## src/rtl/uart_pkg.sv

```systemverilog
// Shared UART definitions: transmitter state encoding, frame layout and line levels.
package uart_pkg;

  typedef enum logic [1:0] {
    IDLE  = 2'd0,
    LOAD  = 2'd1,
    SHIFT = 2'd2
  } tx_state_t;

  localparam int   FRAME_BITS = 10;
  localparam logic IDLE_LEVEL = 1'b1;
  localparam logic START_BIT  = 1'b0;
  localparam logic STOP_BIT   = 1'b1;

  // Serial frame as it sits in the shift register: start bit in bit 0, stop bit on top.
  function automatic logic [FRAME_BITS-1:0] build_frame(input logic [7:0] data);
    return {STOP_BIT, data, START_BIT};
  endfunction

endpackage

```

## src/rtl/uart_tx_holdreg.sv

```systemverilog
// One-deep valid/ready holding register that buffers the next byte while a frame is on the line.
module uart_tx_holdreg #(
  parameter int WIDTH = 8
) (
  input  logic             clk,
  input  logic             rst,
  input  logic             in_valid,
  input  logic [WIDTH-1:0] in_data,
  output logic             in_ready,
  input  logic             take,
  output logic             full,
  output logic [WIDTH-1:0] data
);

  logic accept;

  assign in_ready = !full;
  assign accept   = in_valid && !full;

  // Capture on handshake; a capture outranks a same-cycle take so a fresh byte is never lost.
  always_ff @(posedge clk or posedge rst) begin
    if (rst) begin
      full <= 1'b0;
      data <= '0;
    end else begin
      if (accept) begin
        data <= in_data;
        full <= 1'b1;
      end else if (take) begin
        full <= 1'b0;
      end
    end
  end

endmodule

```

## src/rtl/uart_tx_ctrl.sv

```systemverilog
// UART transmit controller: pending byte buffer, IDLE/LOAD/SHIFT sequencer, 10-bit shifter and tick watchdog.
module uart_tx_ctrl
  import uart_pkg::*;
#(
  parameter int WDOG_TICKS = 12
) (
  input  logic       clk,
  input  logic       rst,
  input  logic       baud_tick,
  input  logic       tx_valid,
  input  logic [7:0] tx_data,
  output logic       tx_ready,
  input  logic       bit_done,
  output logic       shift_en,
  output logic       tx,
  output logic       busy,
  output logic       frame_err
);

  localparam logic [3:0] WDOG_LIMIT = 4'(WDOG_TICKS);

  tx_state_t             state;
  tx_state_t             state_nxt;
  logic [FRAME_BITS-1:0] sr;
  logic [FRAME_BITS-1:0] sr_nxt;
  logic [3:0]            tick_cnt;
  logic [3:0]            tick_cnt_nxt;
  logic                  first_shift;
  logic                  frame_err_nxt;
  logic                  load_take;
  logic                  wdog_hit;
  logic                  pend_full;
  logic [7:0]            pend_data;

  uart_tx_holdreg #(.WIDTH(8)) u_holdreg (
    .clk      (clk),
    .rst      (rst),
    .in_valid (tx_valid),
    .in_data  (tx_data),
    .in_ready (tx_ready),
    .take     (load_take),
    .full     (pend_full),
    .data     (pend_data)
  );

  assign wdog_hit = (tick_cnt == WDOG_LIMIT);
  assign tx       = (state == SHIFT) ? sr[0] : IDLE_LEVEL;
  assign busy     = (state != IDLE);

  // Next state, shifter and tick counter; bit_done beats both the watchdog and a coincident tick.
  always_comb begin
    state_nxt     = state;
    sr_nxt        = sr;
    tick_cnt_nxt  = tick_cnt;
    load_take     = 1'b0;
    frame_err_nxt = 1'b0;
    case (state)
      IDLE: begin
        if (pend_full) begin
          state_nxt = LOAD;
        end
      end
      LOAD: begin
        sr_nxt       = build_frame(pend_data);
        tick_cnt_nxt = '0;
        load_take    = 1'b1;
        state_nxt    = SHIFT;
      end
      SHIFT: begin
        if (bit_done) begin
          state_nxt = IDLE;
        end else if (wdog_hit) begin
          state_nxt     = IDLE;
          frame_err_nxt = 1'b1;
          sr_nxt        = '1;
        end else if (baud_tick && !first_shift) begin
          sr_nxt = {IDLE_LEVEL, sr[FRAME_BITS-1:1]};
          if (tick_cnt < WDOG_LIMIT) begin
            tick_cnt_nxt = tick_cnt + 4'd1;
          end
        end
      end
      default: begin
        state_nxt = IDLE;
      end
    endcase
  end

  // State and datapath registers; shift_en is registered from the next state so it tracks SHIFT exactly.
  always_ff @(posedge clk or posedge rst) begin
    if (rst) begin
      state       <= IDLE;
      sr          <= '1;
      tick_cnt    <= '0;
      first_shift <= 1'b0;
      shift_en    <= 1'b0;
      frame_err   <= 1'b0;
    end else begin
      state       <= state_nxt;
      sr          <= sr_nxt;
      tick_cnt    <= tick_cnt_nxt;
      first_shift <= (state == LOAD);
      shift_en    <= (state_nxt == SHIFT);
      frame_err   <= frame_err_nxt;
    end
  end

endmodule

```

## config.mk

```make
export PLATFORM = sky130hd
export DESIGN_NAME = uart_tx_ctrl
export DESIGN_NICKNAME = d
export VERILOG_FILES = /design/src/rtl/uart_pkg.sv /design/src/rtl/uart_tx_holdreg.sv /design/src/rtl/uart_tx_ctrl.sv
export SDC_FILE = /design/constraint.sdc
export NUM_CORES = 1
export LEC_CHECK = 0
export BUFFER_PORTS_ARGS = -buffer_cell sky130_fd_sc_hd__buf_4
export CORE_MARGIN = 8
export CORE_UTILIZATION = 38
export DETAILED_ROUTE_END_ITERATION = 8
export GPL_ROUTABILITY_DRIVEN = 0
export PLACE_DENSITY = 0.64
export SYNTH_ARGS = -nofsm -noshare
export SYNTH_HDL_FRONTEND = slang
export SYNTH_HIERARCHICAL = 1
export SYNTH_SLANG_ARGS = --single-unit
```

## constraint.sdc

```tcl
create_clock -name clk -period 1.7 [get_ports clk]
set_input_delay 0.085 -clock clk [delete_from_list [all_inputs] [get_ports clk]]
set_output_delay 0.085 -clock clk [all_outputs]
set_load 0.01 [all_outputs]
```

# Yosys cells after proc, flatten, opt, wreduce, memory -nomap -nowiden
# Index checks and enable logic that the tools add are counted.
# word_totals
reg_bits,28
inputBits,13
out_inout_bits,5
word_cells,49
# classes
n_addsub,1
n_lt_le_gt_ge,1
n_eq_ne,9
mux,20
n_reduce_logical,10
# op_table
operator,n
2-to-1 mux 10 bit,3
case mux 10 bit (2 select lines),1
2-to-1 mux 4 bit,4
case mux 4 bit (2 select lines),1
2-to-1 mux 1 bit,7
2-to-1 mux 2 bit,3
case mux 2 bit (3 select lines),1
nonzero test 2 bit,3
AND reduction 5 bit,1
"adder 4 x 1 -> 4 bit, second input constant",1
"equality test 2 bit, second input constant",2
"equality test 4 bit, second input constant",1
"less-than comparator 4 bit, second input constant",1
"!= test 2 x 1 -> 1 bit, second input constant",2
"!= test 2 bit, second input constant",2
"!= test 3 x 2 -> 1 bit, second input constant",1
AND reduction 3 bit,1
"equality test 2 x 1 -> 1 bit, second input constant",1
logical AND 1 bit,2
logical NOT 1 bit,2
logical NOT 2 bit,1

# Longest topological paths before layout
# Gate-level depths: netlist of run 1.
# logic_depth
depth_word,6
ltp_mapped,7

# Hierarchy
# Netlist of run 1, hierarchy kept.
# by_module_without_submodules
module,instances,cells_per_inst,area_each_um2
uart_tx_ctrl,1,102,1029.7
uart_tx_holdreg,1,22,377.9

# Worst setup path after synthesis of run 1
# OpenSTA, ideal clock, no wires.
# synth_path
kind,register to register
start,register tick_cnt[0]
end,register sr[1]
t_arrival_ns,1.665
required_ns,1.618
path_slack_ns,-0.048
path_stages_with_launch,8
synth_period_minus_slack_ns,1.748
path_cell_list,dfrtp_1 inv_1 ha_1 and3_1 buf_6 o311a_1 buf_6 mux2_4
# synth_between
elab_chain_len,4
word_cells_on_any_way,6
cone_classes,eq/ne: 2; mux: 3; reduce/logical: 1
# synth_lines
element,line,rtl
start: declaration,uart_tx_ctrl.sv:26,logic [3:0] tick_cnt;
start signal: assignment,uart_tx_ctrl.sv:101,tick_cnt <= tick_cnt_nxt;
equality test 4 bit *,uart_tx_ctrl.sv:46,assign wdog_hit = (tick_cnt == WDOG_LIMIT);
2-to-1 mux 10 bit,uart_tx_ctrl.sv:72,end else if (wdog_hit) begin
2-to-1 mux 10 bit,uart_tx_ctrl.sv:70,if (bit_done) begin
case mux 10 bit (2 select lines),uart_tx_ctrl.sv:57,case (state)
end signal: assignment,uart_tx_ctrl.sv:100,sr <= sr_nxt;
end: declaration,uart_tx_ctrl.sv:24,logic [FRAME_BITS-1:0] sr;
# Mark *: on every way between the ends. The rest lies on a longest branch, timed or not. The select of a mux whose other input is x is not followed.
# A chain may end at the register's enable or synchronous reset.

# Final worst setup path of run 1
# layout_path
start,register tick_cnt[1]
end,register sr[6]
# Same word-level chain as after synthesis.

==> flow_summary.json, run 1 <==
{
  "clock_sinks": 27,
  "swShare": 0.3339,
  "drc": 0,
  "dr_total_vias": 965,
  "powerDensity_nw_per_um2": 1734,
  "row_count": 22,
  "placed_cell_area_sq_um": 1605,
  "hold_start": "tx_data[1]",
  "synth_cells": 124,
  "yosysTopAreaCell": "dfrtp_1",
  "finalSetupViolCount": 0,
  "die_width_microns": 76.86,
  "ys_warn_count": 6,
  "r2r_setup_slack_ps": 100,
  "antenna_found_initial": 0,
  "status": "finished clean",
  "routed.top_layer": "met4",
  "synth-adder-area-share": 0.05333,
  "synthesis.nets": 143,
  "initial_core_util": 0.3904,
  "viasPerCell": 4.898,
  "ys_seq_elements": 27,
  "coreArea_sq_um": 3606,
  "rsz0062_at_grt": "false",
  "chipHeight_microns": 76.86,
  "cp.arrival_ps": 1800,
  "grt_pass1_wl_microns": 4623,
  "vdd_drop_max_mv": 0.6795,
  "numCtsBuffers": 3,
  "hpwl_microns": 2062,
  "synthArstFlopShare": 1.000,
  "cp-start-kind": "register",
  "slew_violations": 0,
  "routed_wl_microns": 2650,
  "path_clk_slew_ps": 90,
  "synth-edff-count": 0,
  "synth_cell_types": 33,
  "initialDrtViolationCount": 24,
  "stdcell_area_sq_um": 1698,
  "rr_worst_depth": 5,
  "hold_class": "input port to register",
  "r2r_end": "sr[6]$_DFFE_PP1P_",
  "slew_headroom": 0.5503,
  "finalCritPeriodShare": 0.9388,
  "cap_violations": 0,
  "min_period_ps": 1596,
  "power_leakage_nw": 0.7764,
  "synth.cell_area_sq_um": 1408,
  "yosysTopAreaCellShare": 0.3200,
  "die_area_sq_um": 5907,
  "synth_top_family_by_area": "multiplexers",
  "routedWlPerCell_microns": 13.45,
  "synth_area_leaders": "dfrtp_1 32%, dfstp_2 17%, mux2_4 13%",
  "power_frac_comb": 0.484,
  "synthMuxAreaShare": 0.1493,
  "yosysSeqAreaShare": 0.4880,
  "worstMarginPinSlew_ps": 673.8,
  "r2r_start": "tick_cnt[1]$_DFFE_PP0P_",
  "synth_compound_area_frac": 0.1280,
  "ant_nets": 0,
  "p_switching_mw": 0.9832,
  "max_freq_ghz": 0.6266,
  "clockPowerShare": 0.120,
  "required_ps": 1900,
  "drive_above_1_share": 0.3624,
  "finalHoldViolations": 0,
  "synth-xor-area-share": 0,
  "crit_path_end_kind": "register",
  "postCtsSetupBuffers": 0,
  "synthSimpleGateAreaFrac": 0.1004,
  "most-common-layout-cells": "24 x buf_4, 18 x inv_1, 18 x dfrtp_1",
  "htreeDepth": 1,
  "route.met3.wl_microns": 53,
  "cts_tree": "yes",
  "pin_count": 18,
  "pwr-share-seq": 0.395,
  "groute.usage.overall": 0.09259,
  "root_buffer": "clkbuf_8",
  "wl_met2_microns": 1296,
  "grt_overflow_total": 0,
  "drt-met1-wl_microns": 1265,
  "area_growth_pct": 20.62,
  "cts_buffer_depth": 2,
  "min_to": "u_holdreg/data[1]$_DFFE_PP0P_",
  "power_mw": 2.944,
  "crit_type": "register to register",
  "final_core_util": 0.4709,
  "nNetsFinal": 169,
  "synth.avg_cell_area_sq_um": 11.35,
  "firstDrtPassIters": 4,
  "holdPathStages": 2,
  "final_common_cell": "buf_4",
  "skew_ps": 2.330,
  "grt_pass1_vias": 1044,
  "clk_latency_ps": 260,
  "worst-path-max-fanout": 8,
  "synth_flop_cell": "dfrtp_1",
  "p_int_mw": 1.961,
  "grt_max_degree": 19,
  "port_buffers": 17,
  "antenna_cells": 0
}
==> cell usage after synthesis (3+ instances only) <==
cell	count
a31oi_1	5
buf_6	3
dfrtp_1	18
dfstp_2	9
ha_1	6
inv_1	19
mux2_4	12
mux2i_1	3
nand2_1	3
nand2b_1	4
nand3_1	4
nor2_1	4
nor2b_1	3
nor3_1	3
o211ai_1	4
o21ai_0	4
o22ai_1	4
==> layout make-up <==
cell class / instances / area [sq um]
Tap cell: 48 / 60.06
Multi-Input combinational cell: 73 / 633.1
Fill cell: 322 / 1908
Sequential cell: 27 / 686.9
Timing Repair Buffer: 26 / 200.2
Clock buffer: 3 / 41.29
Clock inverter: 1 / 5.005
Inverter: 19 / 71.32
==> worst max-delay path, cell delays in order, from the launching register on <==
cell and delay (ps):
dfrtp_1 410, inv_1 60, ha_1 200, and3_1 180, o311a_4 380, mux2_4 310
==> what timing repair did <==
action / 4_1_cts / 5_1_grt
hold buffers: 2 / 0
endpoints found under the setup margin: 6 / 8
gates resized for setup: 2 / 4
gates cloned: 0 / 0
hold endpoints to repair: 19 / 0
==> flip-flops by register name, indices dropped and copies added, names as in the netlist <==
signal / cells
tick_cnt: 4
state: 2
first_shift: 1
frame_err: 1
u_holdreg/data: 8
u_holdreg/full: 1
sr: 9
shift_en: 1
==> logic make-up (layout without fill, tap and decap cells) <==
group	Yosys count	after routing
simple gates	26	26
mux	15	15
flops	27	27
buf+inv	24	49
fa+ha+maj	6	6
compound gates	26	26
==> routing by layer <==
metal  vias up  track usage
met5         -            0
met4         0      0.05000
met3         2     0.005828
met2        15       0.1470
met1       471       0.1223
li1        477            -
==> power groups by stage <==
stage | combinational [mW] | sequential, mW | clock (mW)
3_3_place_gp | 1.34 | 1.16 | 0
6_report | 1.43 | 1.16 | 0.354
3_5_place_dp | 1.38 | 1.16 | 0
4_1_cts | 1.39 | 1.16 | 0.370
2_1_floorplan | 1.09 | 1.12 | 0
5_1_grt | 1.57 | 1.20 | 0.401
==> worst max-delay path by stage <==
stage	end	cells after the start	slack, ps	start
after floorplan	sr[1]$_DFFE_PP1P_	7	30	tick_cnt[0]$_DFFE_PP0P_
after global placement	sr[5]$_DFFE_PP1P_	5	20	state[0]$_DFF_PP0_
after detailed placement	sr[6]$_DFFE_PP1P_	5	-60	state[0]$_DFF_PP0_
after CTS	sr[6]$_DFFE_PP1P_	5	0.8	state[0]$_DFF_PP0_
after global routing	sr[4]$_DFFE_PP1P_	6	10	tick_cnt[1]$_DFFE_PP0P_
final	sr[6]$_DFFE_PP1P_	5	100	tick_cnt[1]$_DFFE_PP0P_
==> metrics by stage <==
step	setup WS (ps)	instances	hold slack, ps	setup TNS (ps)
after floorplan	26.03	124	-87.08	0
after global placement	20.79	191	68.45	0
after detailed placement	-60.32	191	81.44	-317.9
after CTS	0.7667	197	33.27	0
after global routing	14.22	197	30.75	0
final	104.0	197	42.31	0
(Power assumes the default switching activity.)
==> inputs of run 2 (changes only) <==
--- a/config.mk
+++ b/config.mk
@@ -6,7 +6,6 @@
 export NUM_CORES = 1
 export LEC_CHECK = 0
 export BUFFER_PORTS_ARGS = -buffer_cell sky130_fd_sc_hd__buf_4
-export CORE_MARGIN = 8
 export CORE_UTILIZATION = 38
 export DETAILED_ROUTE_END_ITERATION = 8
 export GPL_ROUTABILITY_DRIVEN = 0
==> flow_summary.json, run 2 (same netlist as run 1, synthesis figures left out) <==
{
  "viasPerCell": 5.071,
  "required_ps": 1910,
  "power_leakage_nw": 0.7856,
  "routedWlPerCell_microns": 13.76,
  "worstMarginPinSlew_ps": 692.7,
  "wl_met2_microns": 1319,
  "drive_above_1_share": 0.3750,
  "largest-register": "sr",
  "ant_nets": 0,
  "final_common_cell": "buf_4",
  "cp_slowest_stage_delay_ps": 440,
  "dr_total_vias": 1004,
  "drt-met1-wl_microns": 1311,
  "nNetsFinal": 172,
  "slew_headroom": 0.5377,
  "clock_sinks": 27,
  "clk_latency_ps": 280,
  "drc": 0,
  "hpwl_microns": 2040,
  "finalCritPeriodShare": 0.9472,
  "vdd_drop_max_mv": 0.7928,
  "firstDrtPassIters": 4,
  "fill_cells": 326,
  "initialDrtViolationCount": 35,
  "path_clk_slew_ps": 100,
  "fin_cells": 198,
  "port_buffers": 17,
  "largest_reg_flops": 9,
  "pin_count": 18,
  "cts_tree": "yes",
  "worst-path-max-fanout": 8,
  "area_growth_pct": 21.87,
  "pwr-share-seq": 0.387,
  "root_buffer": "clkbuf_8",
  "groute.usage.overall": 0.1532,
  "rsz0062_at_grt": "false",
  "seqCellArea_sq_um": 686.9,
  "finalHoldViolations": 0,
  "largest_registers": "sr (9), u_holdreg/data (8), tick_cnt (4)",
  "stdcell_area_sq_um": 1715,
  "power_mw": 2.978,
  "min_period_ps": 1610,
  "hold_class": "input port to register",
  "grt_pass1_wl_microns": 4643,
  "coreArea_sq_um": 3442,
  "numCtsBuffers": 3,
  "clockPowerShare": 0.127,
  "crit_path_end_kind": "register",
  "most-common-layout-cells": "27 x buf_4, 19 x inv_1, 18 x dfrtp_1",
  "crit_type": "register to register",
  "routed_wl_microns": 2725,
  "p_switching_mw": 1.002,
  "worstPathCellList": "inv_1 > ha_2 > and3_4 > o311a_4 > mux2_4",
  "cap_violations": 0,
  "slew_violations": 0,
  "max_freq_ghz": 0.6210,
  "p_int_mw": 1.976,
  "power_frac_comb": 0.486,
  "die_area_sq_um": 3951,
  "finalSetupViolCount": 0,
  "placed_cell_area_sq_um": 1618,
  "cp.arrival_ps": 1820,
  "cp-start-kind": "register",
  "status": "finished clean",
  "row_count": 21,
  "multi_input_comb_area_sq_um": 628.1,
  "initial_core_util": 0.4089,
  "htreeDepth": 1,
  "dp_cells": 191,
  "skew_ps": 2.620,
  "routed.top_layer": "met4",
  "powerDensity_nw_per_um2": 1736,
  "antenna_cells": 0,
  "die_width_microns": 62.86,
  "chipHeight_microns": 62.86,
  "cts_buffer_depth": 2,
  "grt_max_degree": 19,
  "grt_overflow_total": 0,
  "crit_buf_inv": 1,
  "path_delay_family": "compound AO/OA/AOI/OAI gates",
  "slowest_stage": "o311a_4",
  "route.met3.wl_microns": 64,
  "swShare": 0.3365,
  "antenna_found_initial": 0,
  "grt_pass1_vias": 1033,
  "fin_hold_ws_ps": 27.78
}
[run 2: area by class of cell]
class                   instances  share of cell area
clock buffers                   3             0.02407
repair buffers                 29              0.1298
multi-input cells              73              0.3662
flip-flops and latches         27              0.4004
well taps                      46             0.03355
inverters                      19             0.04158
clock inverters                 1            0.004376
[run 2: worst paths after layout]
kind / endpoint / from / cells past startpoint / slack, ps
setup reg to reg: sr[3]$_DFFE_PP1P_ / tick_cnt[1]$_DFFE_PP0P_ / 5 / 90
min in group asynchronous: u_holdreg/full$_DFFE_PP0P_ / rst / 3 / 320
hold / removal: u_holdreg/data[7]$_DFFE_PP0P_ / tx_data[7] / 2 / 30
max in group asynchronous: tick_cnt[1]$_DFFE_PP0P_ / rst / 3 / 800
hold reg to reg: sr[2]$_DFFE_PP1P_ / sr[2]$_DFFE_PP1P_ / 2 / 500
setup / recovery: sr[3]$_DFFE_PP1P_ / tick_cnt[1]$_DFFE_PP0P_ / 5 / 90
[run 2: power groups by stage]
stage | sequential, mW | combinational (mW) | clock [mW]
6_report | 1.15 | 1.45 | 0.378
5_1_grt | 1.18 | 1.59 | 0.418
4_1_cts | 1.16 | 1.44 | 0.388
3_5_place_dp | 1.17 | 1.40 | 0
3_3_place_gp | 1.15 | 1.34 | 0
2_1_floorplan | 1.12 | 1.09 | 0
[run 2: worst register-to-register path: cells and delay by family (launching register included)]
family	cells	cell delay, ps
fa+ha+maj	1	170
simple gates	1	150
mux	1	320
compound gates	1	440
buf+inv	1	60
flops	1	400
[run 2: through the flow]
stage	setup slack, ps	utilization	TNS (ps)
2_1_floorplan	26.03	-	0
5_1_grt	15.19	0.4984	0
6_report	89.82	0.4984	0
3_3_place_gp	26.50	0.4700	0
3_5_place_dp	-45.59	0.4700	-239.8
4_1_cts	29.56	0.4933	0
[run 2: per-layer routing]
metal	global-route usage	vias to the layer above
li1	-	482
met1	0.1981	504
met2	0.2392	15
met3	0.02190	3
met4	0.09593	0
met5	0	-
[run 2: timing repair]
| action | in CTS | in global routing |
|---|---|---|
| pin swaps | 0 | 1 |
| resized for setup | 2 | 3 |
| hold endpoints to repair | 19 | 0 |
| setup buffers | 0 | 1 |
| hold buffers | 2 | 0 |
| endpoints found under the setup margin | 6 | 6 |
